<file path="config.mk">
export PLATFORM = sky130hd
export DESIGN_NAME = fpga_gpio_pad_exerciser
export DESIGN_NICKNAME = d
export VERILOG_FILES = /design/src/rtl/fpga_gpio_pad_exerciser.sv
export SDC_FILE = /design/constraint.sdc
export NUM_CORES = 1
export LEC_CHECK = 0
export ABC_AREA = 1
export CAP_MARGIN = 20
export CORE_UTILIZATION = 51
export DETAILED_ROUTE_END_ITERATION = 6
export DONT_BUFFER_PORTS = 1
export GPL_ROUTABILITY_DRIVEN = 0
export PLACE_DENSITY = 0.7
export RECOVER_POWER = 50
export SLEW_MARGIN = 15
export SYNTH_ARGS = -nofsm -noshare
export SYNTH_HDL_FRONTEND = slang
export SYNTH_SLANG_ARGS = --single-unit
</file>
<file path="constraint.sdc">
create_clock -name clk -period 1.3 [get_ports clk]
set_input_delay 0.325 -clock clk [delete_from_list [all_inputs] [get_ports clk]]
set_output_delay 0.325 -clock clk [all_outputs]
set_load 0.02 [all_outputs]
</file>
<file path="src/rtl/fpga_gpio_pad_exerciser.sv">
// GPIO pad exerciser: drives a stimulus vector onto the fabric's GPIN pads,
// waits a programmable settle time, then returns the synchronised GPOUT level
// and the number of GPOUT rising edges seen during the window to the host.
module fpga_gpio_pad_exerciser #(
    parameter int NUM_IN   = 8,
    parameter int SETTLE_W = 8,
    parameter int CNT_W    = 4
) (
    input  logic                clk,
    input  logic                rst_n,
    input  logic [SETTLE_W-1:0] cfg_settle,
    input  logic                req_valid,
    output logic                req_ready,
    input  logic [NUM_IN-1:0]   req_vec,
    output logic [NUM_IN-1:0]   gpin_pad_o,
    output logic                gpin_oe,
    input  logic                gpout_pad_i,
    output logic                rsp_valid,
    input  logic                rsp_ready,
    output logic                rsp_bit,
    output logic [CNT_W-1:0]    rsp_edges,
    output logic                busy
);

    typedef enum logic [2:0] {
        IDLE   = 3'd0,
        DRIVE  = 3'd1,
        SETTLE = 3'd2,
        SAMPLE = 3'd3,
        RESP   = 3'd4
    } state_t;

    localparam logic [CNT_W-1:0]    EDGE_MAX   = {CNT_W{1'b1}};
    localparam logic [CNT_W-1:0]    EDGE_ONE   = {{(CNT_W-1){1'b0}}, 1'b1};
    localparam logic [SETTLE_W-1:0] SETTLE_ONE = {{(SETTLE_W-1){1'b0}}, 1'b1};
    localparam logic [SETTLE_W-1:0] SETTLE_ZERO = {SETTLE_W{1'b0}};

    state_t                state_q;
    logic                  sync1_q;
    logic                  sync_q;
    logic                  sync_d_q;
    logic [SETTLE_W-1:0]   settle_cfg_q;
    logic [SETTLE_W-1:0]   settle_cnt_q;
    logic [CNT_W-1:0]      edges_q;
    logic [NUM_IN-1:0]     gpin_pad_q;
    logic                  gpin_oe_q;
    logic                  req_ready_q;
    logic                  busy_q;
    logic                  rsp_valid_q;
    logic                  rsp_bit_q;
    logic                  rise_s;
    logic                  in_window_s;
    logic                  accept_s;

    // The GPOUT pad is asynchronous: two flops resolve metastability, a third
    // keeps the previous synchronised level for edge detection.
    always_ff @(posedge clk or negedge rst_n) begin
        if (!rst_n) begin
            sync1_q  <= 1'b0;
            sync_q   <= 1'b0;
            sync_d_q <= 1'b0;
        end else begin
            sync1_q  <= gpout_pad_i;
            sync_q   <= sync1_q;
            sync_d_q <= sync_q;
        end
    end

    assign rise_s      = sync_q & ~sync_d_q;
    assign in_window_s = (state_q == DRIVE) || (state_q == SETTLE) || (state_q == SAMPLE);
    assign accept_s    = (state_q == IDLE) && req_valid;

    // Rising-edge counter: cleared when a request is accepted, counts only
    // inside the observation window and sticks at its maximum.
    always_ff @(posedge clk or negedge rst_n) begin
        if (!rst_n) begin
            edges_q <= {CNT_W{1'b0}};
        end else if (accept_s) begin
            edges_q <= {CNT_W{1'b0}};
        end else if (in_window_s && rise_s && (edges_q != EDGE_MAX)) begin
            edges_q <= edges_q + EDGE_ONE;
        end else begin
            edges_q <= edges_q;
        end
    end

    // Sequencer: accept, drive pads, settle, sample, then hold the response
    // until the host takes it. All host-visible outputs are registered here.
    always_ff @(posedge clk or negedge rst_n) begin
        if (!rst_n) begin
            state_q      <= IDLE;
            settle_cfg_q <= {SETTLE_W{1'b0}};
            settle_cnt_q <= {SETTLE_W{1'b0}};
            gpin_pad_q   <= {NUM_IN{1'b0}};
            gpin_oe_q    <= 1'b0;
            req_ready_q  <= 1'b1;
            busy_q       <= 1'b0;
            rsp_valid_q  <= 1'b0;
            rsp_bit_q    <= 1'b0;
        end else begin
            case (state_q)
                IDLE: begin
                    if (req_valid) begin
                        gpin_pad_q   <= req_vec;
                        gpin_oe_q    <= 1'b1;
                        settle_cfg_q <= cfg_settle;
                        req_ready_q  <= 1'b0;
                        busy_q       <= 1'b1;
                        state_q      <= DRIVE;
                    end else begin
                        state_q <= IDLE;
                    end
                end
                DRIVE: begin
                    if (settle_cfg_q != SETTLE_ZERO) begin
                        settle_cnt_q <= settle_cfg_q;
                        state_q      <= SETTLE;
                    end else begin
                        state_q <= SAMPLE;
                    end
                end
                SETTLE: begin
                    // Counter reads S on the first settle cycle, so leaving
                    // when it reads 1 gives exactly S cycles; it never wraps.
                    settle_cnt_q <= settle_cnt_q - SETTLE_ONE;
                    if (settle_cnt_q == SETTLE_ONE) begin
                        state_q <= SAMPLE;
                    end else begin
                        state_q <= SETTLE;
                    end
                end
                SAMPLE: begin
                    rsp_bit_q   <= sync_q;
                    rsp_valid_q <= 1'b1;
                    state_q     <= RESP;
                end
                RESP: begin
                    if (rsp_ready) begin
                        rsp_valid_q <= 1'b0;
                        req_ready_q <= 1'b1;
                        busy_q      <= 1'b0;
                        state_q     <= IDLE;
                    end else begin
                        state_q <= RESP;
                    end
                end
                default: begin
                    rsp_valid_q <= 1'b0;
                    req_ready_q <= 1'b1;
                    busy_q      <= 1'b0;
                    state_q     <= IDLE;
                end
            endcase
        end
    end

    assign gpin_pad_o = gpin_pad_q;
    assign gpin_oe    = gpin_oe_q;
    assign req_ready  = req_ready_q;
    assign busy       = busy_q;
    assign rsp_valid  = rsp_valid_q;
    assign rsp_bit    = rsp_bit_q;
    assign rsp_edges  = edges_q;

endmodule

</file>
* Word-level counts from Yosys, hierarchy flattened
Index checks and enable logic that the tools add are counted.
** Operators by class
- $add $sub $neg :: 2
- $mul :: 0
- Divide/modulo/power cells :: 0
- $lt $le $gt $ge :: 0
- Equality and inequality tests :: 9
- Shifts and indexed selects :: 0
- Mux-type cells :: 16
- Bitwise operators :: 4
- Reductions and logical operators :: 15
** Operators by type and width (number)
- $pmux W8 S2 :: 1
- $pmux W3 S5 :: 1
- $pmux W1 S3 :: 3
- $eq A8 B1 Y1 const B :: 1
- $mux W4 :: 2
- $mux W8 :: 1
- $reduce_bool A8 Y1 :: 1
- $sub A8 B1 Y8 const B :: 1
- $mux W1 :: 7
- $eq A3 B2 Y1 const B :: 2
- $reduce_and A2 Y1 :: 3
- $reduce_or A3 Y1 :: 2
- $add A4 B1 Y4 const B :: 1
- $ne A2 B2 Y1 const B :: 2
- $ne A4 B4 Y1 const B :: 1
- $reduce_bool A2 Y1 :: 2
- $eq A3 B1 Y1 const B :: 1
- $eq A3 B3 Y1 const B :: 1
- $logic_and A1 B1 Y1 :: 3
- $logic_not A3 Y1 :: 1
- $mux W3 :: 1
- $not A1 Y1 :: 3
- $reduce_and A3 Y1 :: 1
- $logic_or A1 B1 Y1 :: 2
- 2 further kinds :: 2
** Word-level totals
- Register bits :: 39
- Bits in latches :: 0
- RAM bits :: 0
- ROM bits :: 0
- Input bits :: 21
- Memories :: 0

* Logic depth before layout (Yosys ltp)
Gate-level depths: netlist of run 1.
- Depth after elaboration :: 7
- Gate-level depth with buffers :: 8
- Mapped depth without buffers :: 8

* Worst setup path before layout of run 1
No wires, ideal clock.
- Path type :: register to register
- Start point :: reg edges_q[0], in the netlist rsp_edges[0]
- End point :: reg edges_q[2], in the netlist rsp_edges[2]
- Library setup time :: 0.124 ns
- Arrival time :: 1.170 ns
- Setup slack :: 0.006 ns
- Stages on the path, launching flop included :: 8
- Clock period less this slack :: 1.294 ns
- Cells stage by stage :: dfrtp_1 -> ha_1 -> nand3_1 -> nand3_1 -> nand2_1 -> inv_2 -> nand2_1 -> o31ai_1
** On the way
- Cells in the longest elaborated chain, start to end :: 3
** RTL lines
- start: declaration :: line 44 : logic [CNT_W-1:0] edges_q;
- start signal: assignment :: line 77 : edges_q <= {CNT_W{1'b0}};
- start signal: assignment :: line 79 : edges_q <= {CNT_W{1'b0}};
- start signal: assignment :: line 81 : edges_q <= edges_q + EDGE_ONE;
- $add A4 B1 Y4 or $ne A4 B4 Y1 (tied branches) :: line 81, 80
- $mux W4 or $logic_and A1 B1 Y1 (tied branches) :: line 80 : end else if (in_window_s && rise_s && (edges_q != EDGE_MAX)) begin
- $mux W4 or $reduce_bool A2 Y1 (tied branches)
Several ways; a longest one is shown, not always the timed one. The select of a mux whose other input is x is not followed.
A chain may end at the register's enable or synchronous reset.

* Worst setup path after layout of run 1
- Start point :: reg req_ready_q, in the netlist req_ready
- End point :: out req_ready
** RTL lines
- start: declaration :: line 47 : logic req_ready_q;
- start signal: assignment :: line 96 : req_ready_q <= 1'b1;
- start signal: assignment :: line 107 : req_ready_q <= 1'b0;
- start signal: assignment :: line 140 : req_ready_q <= 1'b1;
- end: declaration :: line 13 : output logic req_ready,
No word-level cell between the ends.

==> impl_metrics.toml, run 1 <==
[status]
status = "completed"

[yosys]
yosys.area.top_type = "dfrtp_1"
synthArstFlopShare = 1.000
ys.flop_type = "dfrtp_1"
ys_seq_elements = 39
synth_fp_nets = 250
yosys_warnings = 0
synth.avg_cell_area_um2 = 8.199
synth_area_leaders = "dfrtp_1 (51%), nand2_1 (18%), nand3_1 (5.1%), nor2_1 (4.3%), inv_1 (3.2%)"
netlist_instances = 226
yosysUniqueCellTypes = 26
syn_area_um2 = 1853
synth_edf_count = 0
yosysSeqAreaShare = 0.5273
synth_top_area_share = 0.5132

[power]
peakVddDrop_uv = 1418
powerDensity_nw_per_um2 = 2733
power_mw = 6.197
p_leak_nw = 1.156

[sta]
final-setup-viol-count = 0
worst_slew_pin_slew_ns = 0.5281
hold_viol = 0
whs_ns = 0.08504
fin_skew_ns = 0.01513
worst_slack_ns = 0.03270
post-route-period-util = 0.9748
rsz0062_at_grt = "yes"
min_period_ns = 1.267
fmax_mhz = 789.1
slew_headroom = 0.6480
slew_viol_final = 0

[worst_hold_path]
hp-class = "input port to register"
min_from = "req_vec[2]"

[floorplanning]
start_util = 0.5425
die_h_um = 62.28
ioPinCount = 38
die_x_um = 62.28
die-area_um2 = 3878
core_um2 = 3416
std_cell_rows = 21

[route]
viasPerCell = 4.993
vias = 1498
top_layer_used = "met4"
drtIter0Drc = 92
drt_drc_violations_left = 0
drt_wl_total_um = 3829
drt-met1-wl_um = 1757
post_drt_wl_per_cell_um = 12.76
ant_nets = 0
met3WireLength_um = 201
routed-wl-met2_um = 1846
drt_pass1_iterations = 4

[finish]
antennaDiodeCount = 0
fin_nets = 277
layoutNonFillerInstCount = 300
num-fill-cells = 295
fin_area_um2 = 2267
drive_gt1_frac = 0.2402
syn2layout_area_growth_pct = 22.35

[cts]
clockBufferDepth = 2
cts_buffers = 5
clkSlewWorstSetupHoldPaths_ns = 0.12
clkLatencyLatePin_ns = 0.34
cts.sinks = 39
htree_levels = 2
cts_tree = "built"
cts_root_buf = "clkbuf_4"

[critical_path]
cp_max_fo = 2
crit_type = "register to output port"
cp_data_arrival_time_ns = 0.94
cp.required_ns = 0.98
cp-startpoint = "req_ready"
r2r-start = "state_q[1]"
startpoint_type = "register"
crit_path_end_kind = "output port"

[flow_run]
cap_violations = 0

[global_routing]
gr-total-overflow = 0
grtUsageTotal = 0.2100
grt_pass1_vias = 1493
grt_max_degree = 40
antenna_found_initial = 0
grt_first_pass_wirelength_um = 6292

[place]
dp_hpwl_um = 2544
place_area_um2 = 1997
placed_cells = 282
io_buffer_count = 0
pre_cts_ws_ns = 0.009771
## per-layer routing
layer | up-vias | GRT usage
met1 | 688 | 0.2681
met3 | 2 | 0.04779
met5 | - | 0
li1 | 762 | -
met2 | 46 | 0.3352
met4 | 0 | 0.1076
## final timing paths
kind / to / cells past startpoint / slack [ns]
min in group asynchronous: rsp_bit / 2 / 0.52
max in group asynchronous: state_q[0] / 2 / 0.40
min reg2reg: sync_q / 0 / 0.38
max reg2reg: settle_cnt_q[1] / 7 / 0.05
max: req_ready / 0 / 0.03
min: gpin_pad_o[2] / 2 / 0.09
## cells in the mapped netlist (2+ instances only)
library cell	count
nand2_1	87
dfrtp_1	38
nor2_1	21
nand3_1	19
inv_1	16
o21ai_0	8
o21ai_1	7
inv_2	6
ha_1	3
buf_4	2
nand3_4	2
nor2_2	2
xnor2_1	2
## layout by cell type (no fill, tap or decap), types with 2 or more instances in the layout
master	netlist	layout
nand3_2	1	3
clkbuf_4	0	6
ha_1	3	2
buf_4	2	17
inv_1	16	13
dlygate4sd3_1	0	2
nand2_2	1	2
dfrtp_2	0	2
xnor2_1	2	2
nor2_1	21	18
nor2_2	2	2
nand3_1	19	16
nand3_4	2	3
o21ai_0	8	6
nand2_4	1	2
buf_12	0	2
dfrtp_1	38	36
o21ai_1	7	9
nor2_4	0	3
inv_4	1	3
inv_2	6	7
nand2_1	87	85
## cells by family (layout without fill, tap and decap cells)
logic type | Yosys count | count (layout) | share of synthesized area
simple gates | 136 | 136 | 0.3174
flops | 39 | 39 | 0.5273
buf+inv | 27 | 55 | 0.06482
compound gates | 18 | 18 | 0.05604
fa+ha+maj | 3 | 3 | 0.02026
xor+xnor | 3 | 3 | 0.01418
## power by group
part           internal [mW]  total (mW)  switching, mW
clock                  0.455       0.849          0.394
sequential              1.73        2.35          0.620
combinational           1.27        3.00           1.73
total                   3.45        6.20           2.75
## metrics by stage
stage | TNS (ns) | utilization
after floorplan | 0 | -
after global placement | 0 | 0.5846
after detailed placement | 0 | 0.5846
after CTS | -0.009610 | 0.6260
after global routing | -0.1183 | 0.6637
final | 0 | 0.6637
## state kept, by name, summed over array words and instances, names as in the netlist, 3 cells and up
signal,cells
gpin_pad_o,8
rsp_edges,4
settle_cfg_q,8
settle_cnt_q,8
state_q,3
## area by class of cell
type | instances | area, um^2 | share of cell area
timing repair buffer | 24 | 231.5 | 0.1021
clock inverter | 2 | 35.03 | 0.01545
sequential | 39 | 979.7 | 0.4321
inverter | 23 | 93.84 | 0.04139
clock buffer | 6 | 51.30 | 0.02263
multi-input combinational | 160 | 818.3 | 0.3609
tap | 46 | 57.56 | 0.02539
## timing repair
| item | CTS | global route |
|---|---|---|
| hold buffers | 3 | 0 |
| hold endpoints to repair | 40 | 0 |
| pin swaps | 0 | 6 |
| cloned | 0 | 1 |
| gates resized for setup | 0 | 25 |
| setup endpoints to repair | 3 | 29 |
| setup buffers | 2 | 4 |
Note: power is estimated with default switching activity, not from simulation.
==> inputs of run 2 (changes only) <==
--- a/config.mk
+++ b/config.mk
@@ -5,7 +5,6 @@
 export SDC_FILE = /design/constraint.sdc
 export NUM_CORES = 1
 export LEC_CHECK = 0
-export ABC_AREA = 1
 export CAP_MARGIN = 20
 export CORE_UTILIZATION = 51
 export DETAILED_ROUTE_END_ITERATION = 6
@@ -13,7 +12,7 @@
 export GPL_ROUTABILITY_DRIVEN = 0
 export PLACE_DENSITY = 0.7
 export RECOVER_POWER = 50
-export SLEW_MARGIN = 15
+export SLEW_MARGIN = 20
 export SYNTH_ARGS = -nofsm -noshare
 export SYNTH_HDL_FRONTEND = slang
 export SYNTH_SLANG_ARGS = --single-unit
==> run 2 against run 1 <==
  * The flow now finishes with violations (setup timing)
  * Cell area rose by 7.5%
  * Flip-flop and latch count did not move
  * Area after synthesis fell by 4.7%
  * Critical path depth rose by 4
  * Utilization rose by 6.7 points
  * Largest cell class unchanged
  * Highest routed layer unchanged
==> impl_metrics.toml, run 2 <==
[floorplanning]
std_cell_rows = 21
ioPinCount = 38
die_x_um = 60.86
core_um2 = 3337
die-area_um2 = 3703
start_util = 0.5294
die_h_um = 60.86

[global_routing]
grt_max_degree = 40
antenna_found_initial = 0
gr-total-overflow = 0
grtUsageTotal = 0.2386
grt_first_pass_wirelength_um = 6375
grt_pass1_vias = 1488

[worst_hold_path]
min_from = "cfg_settle[0]"
whs_path_depth = 2
hp-class = "input port to register"

[finish]
syn2layout_area_growth_pct = 37.96
final_core_util = 0.7304
seq_area_um2 = 977.2
antennaDiodeCount = 0
num-fill-cells = 232
drive_gt1_frac = 0.4034
multi_input_area_um2 = 864.6
layoutNonFillerInstCount = 279
fin_nets = 256
layout_commonest_cell = "nand2_1"
final_cell_mix = "nand2_1 (39), dfrtp_1 (38), buf_4 (38)"

[status]
violations = "setup timing"
status = "finished, violations left"

[cts]
clockBufferDepth = 2
cts_root_buf = "clkbuf_4"
cts_buffers = 5
htree_levels = 2
clkSlewWorstSetupHoldPaths_ns = 0.12
cts.sinks = 39
cts_tree = "built"
clkLatencyLatePin_ns = 0.35

[sta]
fin_skew_ns = 0.01082
whs_ns = 0.06655
min_period_ns = 1.628
rsz0062_at_grt = "yes"
fmax_mhz = 614.3
slew_viol_final = 0
worst_slack_ns = -0.3279
hold_viol = 0
post-route-period-util = 1.252
final-setup-viol-count = 32
worst_slew_pin_slew_ns = 0.5179
slew_headroom = 0.6547

[yosys]
synth.avg_cell_area_um2 = 9.815
yosys_warnings = 0
synth_area_leaders = "dfrtp_1 (54%), nand2_1 (11%), a21oi_1 (2.8%), nor2_1 (2.3%), ha_1 (2.1%)"
synth_fp_nets = 204
synth_common_cells = "nand2_1 (51), dfrtp_1 (38), nor2_1 (11), a21oi_1 (10), inv_1 (7)"
yosysMostFrequentCell = "nand2_1"
yosys.area.top_type = "dfrtp_1"
netlist_instances = 180
synth_top_area_share = 0.5382
ys.flop_type = "dfrtp_1"
ys_seq_elements = 39
yosysSeqAreaShare = 0.5531
yosysUniqueCellTypes = 42
syn_area_um2 = 1767
synth_edf_count = 0
synthArstFlopShare = 1.000

[route]
ant_nets = 0
viasPerCell = 5.405
drt_drc_violations_left = 0
post_drt_wl_per_cell_um = 15.26
vias = 1508
drt_wl_total_um = 4257
drtIter0Drc = 59
drt_pass1_iterations = 4

[power]
p_switching_mw = 2.566
sw_frac_of_total = 0.4093
p_leak_nw = 1.174
intPower_mw = 3.704
seq_power_share = 0.363
peakVddDrop_uv = 1209
powerDensity_nw_per_um2 = 2572
p_clk_frac = 0.131
combPwrFrac = 0.506

[critical_path]
crit_path_end_kind = "register"
cp_max_fo = 5
cp_data_arrival_time_ns = 1.88
cp.required_ns = 1.55
startpoint_type = "register"
crit_type = "register to register"
cp-startpoint = "state_q[2]"
reg2regPathDepth = 4
r2r-start = "state_q[2]"

[place]
dp_hpwl_um = 2775
pre_cts_ws_ns = -0.3118
io_buffer_count = 0
placed_cells = 258

[flow_run]
cap_violations = 0
==> run 2: cell count changes after synthesis, sizes merged, moves of 4 or more <==
cell | previous run | this run
a21oi | 2 | 10
inv | 23 | 7
nand2 | 89 | 51
nand3 | 22 | 6
nor2 | 23 | 11
nor3 | 0 | 4
nor4 | 0 | 4
o21ai | 15 | 4
==> run 2: layout make-up <==
class | count | share of cell area
inverter | 7 | 0.01078
clock buffer | 5 | 0.01540
timing repair buffer | 52 | 0.1766
multi-input combinational | 127 | 0.3547
sequential | 39 | 0.4009
tap | 46 | 0.02361
clock inverter | 3 | 0.01797
==> run 2: path summary, 6_finish.rpt <==
check / slack, ns / to
worst min-delay path: 0.07 / settle_cfg_q[0]
max in group asynchronous: 0.43 / req_ready
worst min register to register: 0.37 / sync_q
min in group asynchronous: 0.50 / rsp_edges[2]
worst max register to register: -0.33 / settle_cnt_q[6]
worst max-delay path: -0.33 / settle_cnt_q[6]
==> run 2: repair_timing <==
action | 4_1_cts | 5_1_grt
gates cloned | 0 | 3
resized for setup | 15 | 30
setup endpoints to repair | 30 | 34
hold endpoints to repair | 40 | 0
hold buffers | 3 | 0
pin swaps | 3 | 20
setup buffers | 2 | 5
==> run 2: cell families after synthesis <==
logic type / Yosys count / synth area share
compound gates: 31 / 0.1169
simple gates: 89 / 0.2408
xor+xnor: 2 / 0.009917
fa+ha+maj: 3 / 0.02125
mux: 2 / 0.01204
flops: 39 / 0.5531
buf+inv: 14 / 0.04604
==> run 2: per-layer routing <==
layer | up-vias | track usage | wire, um
met1 | 737 | 0.2785 | 1798
li1 | 723 | - | -
met4 | 0 | 0.09091 | 81
met3 | 8 | 0.06183 | 181
met2 | 40 | 0.4207 | 2195
met5 | - | 0 | 0
==> run 2: power groups by stage <==
stage | clock, mW | combinational [mW] | sequential, mW
after global placement | 0 | 2.32 | 2.22
after floorplan | 0 | 1.41 | 2.28
after CTS | 0.829 | 2.73 | 2.27
final | 0.820 | 3.17 | 2.28
after global routing | 0.896 | 3.45 | 2.34
after detailed placement | 0 | 2.45 | 2.25
==> run 2: critical path, cell delays in order (launching register included) <==
cell and delay (ns):
dfrtp_1 0.44, or3b_1 0.49, nor4_4 0.32, o21ai_1 0.09, a21o_1 0.19
==> run 2: per-stage QoR <==
stage | power (mW) | TNS, ns | area [um^2]
after floorplan | 3.684 | -5.202 | 1785
after global placement | 4.544 | -3.690 | 2076
after detailed placement | 4.699 | -4.523 | 2076
after CTS | 5.827 | -3.571 | 2291
after global routing | 6.683 | -6.864 | 2437
final | 6.269 | -4.433 | 2437
==> inputs of run 3 (changes only) <==
--- a/config.mk
+++ b/config.mk
@@ -6,6 +6,7 @@
 export NUM_CORES = 1
 export LEC_CHECK = 0
 export CAP_MARGIN = 20
+export CORE_MARGIN = 5
 export CORE_UTILIZATION = 51
 export DETAILED_ROUTE_END_ITERATION = 6
 export DONT_BUFFER_PORTS = 1
==> run 3 against run 2 <==
  * The flow still finishes with violations (setup timing)
  * Count of clock-buffer cells in the layout rose by 1
  * Critical endpoint is now settle_cnt_q[1]
  * Largest cell class unchanged
  * Sequential power fell by 2%
  * Fmax barely moved
  * First-iteration DRC count rose by 24%
  * Sequential share of layout area fell by 0.71 points
  * Cell area rose by 1.8%
  * Clock skew rose by 0.0042 ns
  * Utilization rose by 1.3 points
  * Combinational power rose by 2%
  * Critical path type unchanged
  * Wire length rose by 9.4%
==> impl_metrics.toml, run 3 (same netlist as run 2, synthesis figures left out) <==
[global_routing]
grt_max_degree = 40
antenna_found_initial = 0
grt_pass1_vias = 1616
grt_first_pass_wirelength_um = 7479
gr-total-overflow = 0
grtUsageTotal = 0.2178

[critical_path]
reg2regPathDepth = 5
critical_path.cell_chain = "buf_4 > nor3b_4 > a21bo_4 > a221oi_1 > a21oi_1"
crit_type = "register to register"
slowest_stage = "dfrtp_1"
cp_num_cells = 5
startpoint_type = "register"
reg2reg_to = "settle_cnt_q[1]"
cp_data_arrival_time_ns = 1.85
crit_path_end_kind = "register"
cp_max_fo = 9
r2r-start = "state_q[2]"
cpLargestDelayFamily = "compound AO/OA/AOI/OAI gates"
r2r_setup_slack_ns = -0.33
cp_num_buf_inv = 1
cp.required_ns = 1.52
cpPeakStageDelay_ns = 0.42

[sta]
min_period_ns = 1.629
hold_viol = 0
post-route-period-util = 1.253
worst_slew_pin_slew_ns = 0.5125
slew_viol_final = 0
fin_skew_ns = 0.01504
slew_headroom = 0.6583
worst_slack_ns = -0.3289
rsz0062_at_grt = "yes"
fmax_mhz = 613.9
final-setup-viol-count = 30
setup_tns_ns = -5.810

[finish]
final_cell_mix = "buf_4 (41), dfrtp_1 (38), nand2_1 (32)"
drive_gt1_frac = 0.4255
syn2layout_area_growth_pct = 40.44
num-fill-cells = 247
fin_nets = 258
antennaDiodeCount = 0
layout_commonest_cell = "buf_4"

[floorplanning]
die_x_um = 68.86
std_cell_rows = 21
die_h_um = 68.86
ioPinCount = 38
die-area_um2 = 4741
core_um2 = 3337
start_util = 0.5294

[route]
drt_wl_total_um = 4658
drt_pass1_iterations = 4
vias = 1551
drt_drc_violations_left = 0
post_drt_wl_per_cell_um = 16.58
viasPerCell = 5.520
drtIter0Drc = 73
ant_nets = 0

[status]
status = "finished, violations left"
violations = "setup timing"

[power]
peakVddDrop_uv = 1503
power_mw = 6.454
p_leak_nw = 1.200
powerDensity_nw_per_um2 = 2601

[cts]
clkSlewWorstSetupHoldPaths_ns = 0.12
cts_tree = "built"
cts_root_buf = "clkbuf_4"
cts_buffers = 5
htree_levels = 2
clockBufferDepth = 2
cts.sinks = 39
clkLatencyLatePin_ns = 0.34

[worst_hold_path]
hp-class = "input port to register"
whs_path_depth = 2
hold_path_end = "gpin_pad_o[7]"
min_from = "req_vec[7]"

[place]
dp_hpwl_um = 2962
io_buffer_count = 0

[flow_run]
cap_violations = 0
==> run 3: cell type report <==
type,count,area (um^2),share of cell area
clock buffers,6,41.29,0.01664
inverters,7,26.28,0.01059
multi-input cells,127,870.8,0.3510
well taps,46,57.56,0.02320
flip-flops and latches,39,977.2,0.3938
clock inverters,2,60.06,0.02421
repair buffers,54,447.9,0.1805
==> run 3: timing repair <==
| item | in CTS | in global routing |
|---|---|---|
| setup buffers | 5 | 4 |
| gates cloned | 2 | 1 |
| pin swaps | 5 | 22 |
| hold endpoints to repair | 40 | 0 |
| setup endpoints to repair | 31 | 36 |
| resized for setup | 17 | 39 |
| hold buffers | 3 | 0 |
==> run 3: stage by stage <==
stage | hold WS (ns) | utilization | instance area, um^2 | std cells | setup slack, ns
after CTS | 0.07584 | 0.7023 | 2344 | 277 | -0.2971
after floorplan | 0.02941 | - | 1785 | 180 | -0.3320
after detailed placement | 0.03109 | 0.6243 | 2083 | 259 | -0.2780
after global placement | 0.03098 | 0.6243 | 2083 | 259 | -0.2079
after global routing | 0.05919 | 0.7435 | 2481 | 281 | -0.3858
final | 0.08494 | 0.7435 | 2481 | 281 | -0.3289
==> run 3: how the worst max path moves through the flow <==
stage                          start  slack (ns)              end
after global placement    state_q[2]       -0.21     rsp_edges[3]
after CTS                 state_q[2]       -0.30     rsp_edges[3]
after global routing      state_q[2]       -0.39     rsp_edges[3]
after floorplan           state_q[1]       -0.33  settle_cnt_q[1]
final                     state_q[2]       -0.33  settle_cnt_q[1]
after detailed placement  state_q[2]       -0.28     rsp_edges[3]
==> run 3: where the power goes <==
group          leakage, nW  switching [mW]  total (mW)  internal [mW]
sequential           0.472           0.532        2.24           1.71
clock               0.0525           0.383       0.983          0.600
combinational        0.675            1.63        3.23           1.60
total                 1.20            2.54        6.45           3.91
==> run 3: metal layers <==
layer	GRT usage	part of all wire	wire length (um)
met5	0	0	0
met3	0.05511	0.070	324
met4	0.1022	0.019	87
met2	0.3643	0.53	2487
met1	0.2621	0.38	1758
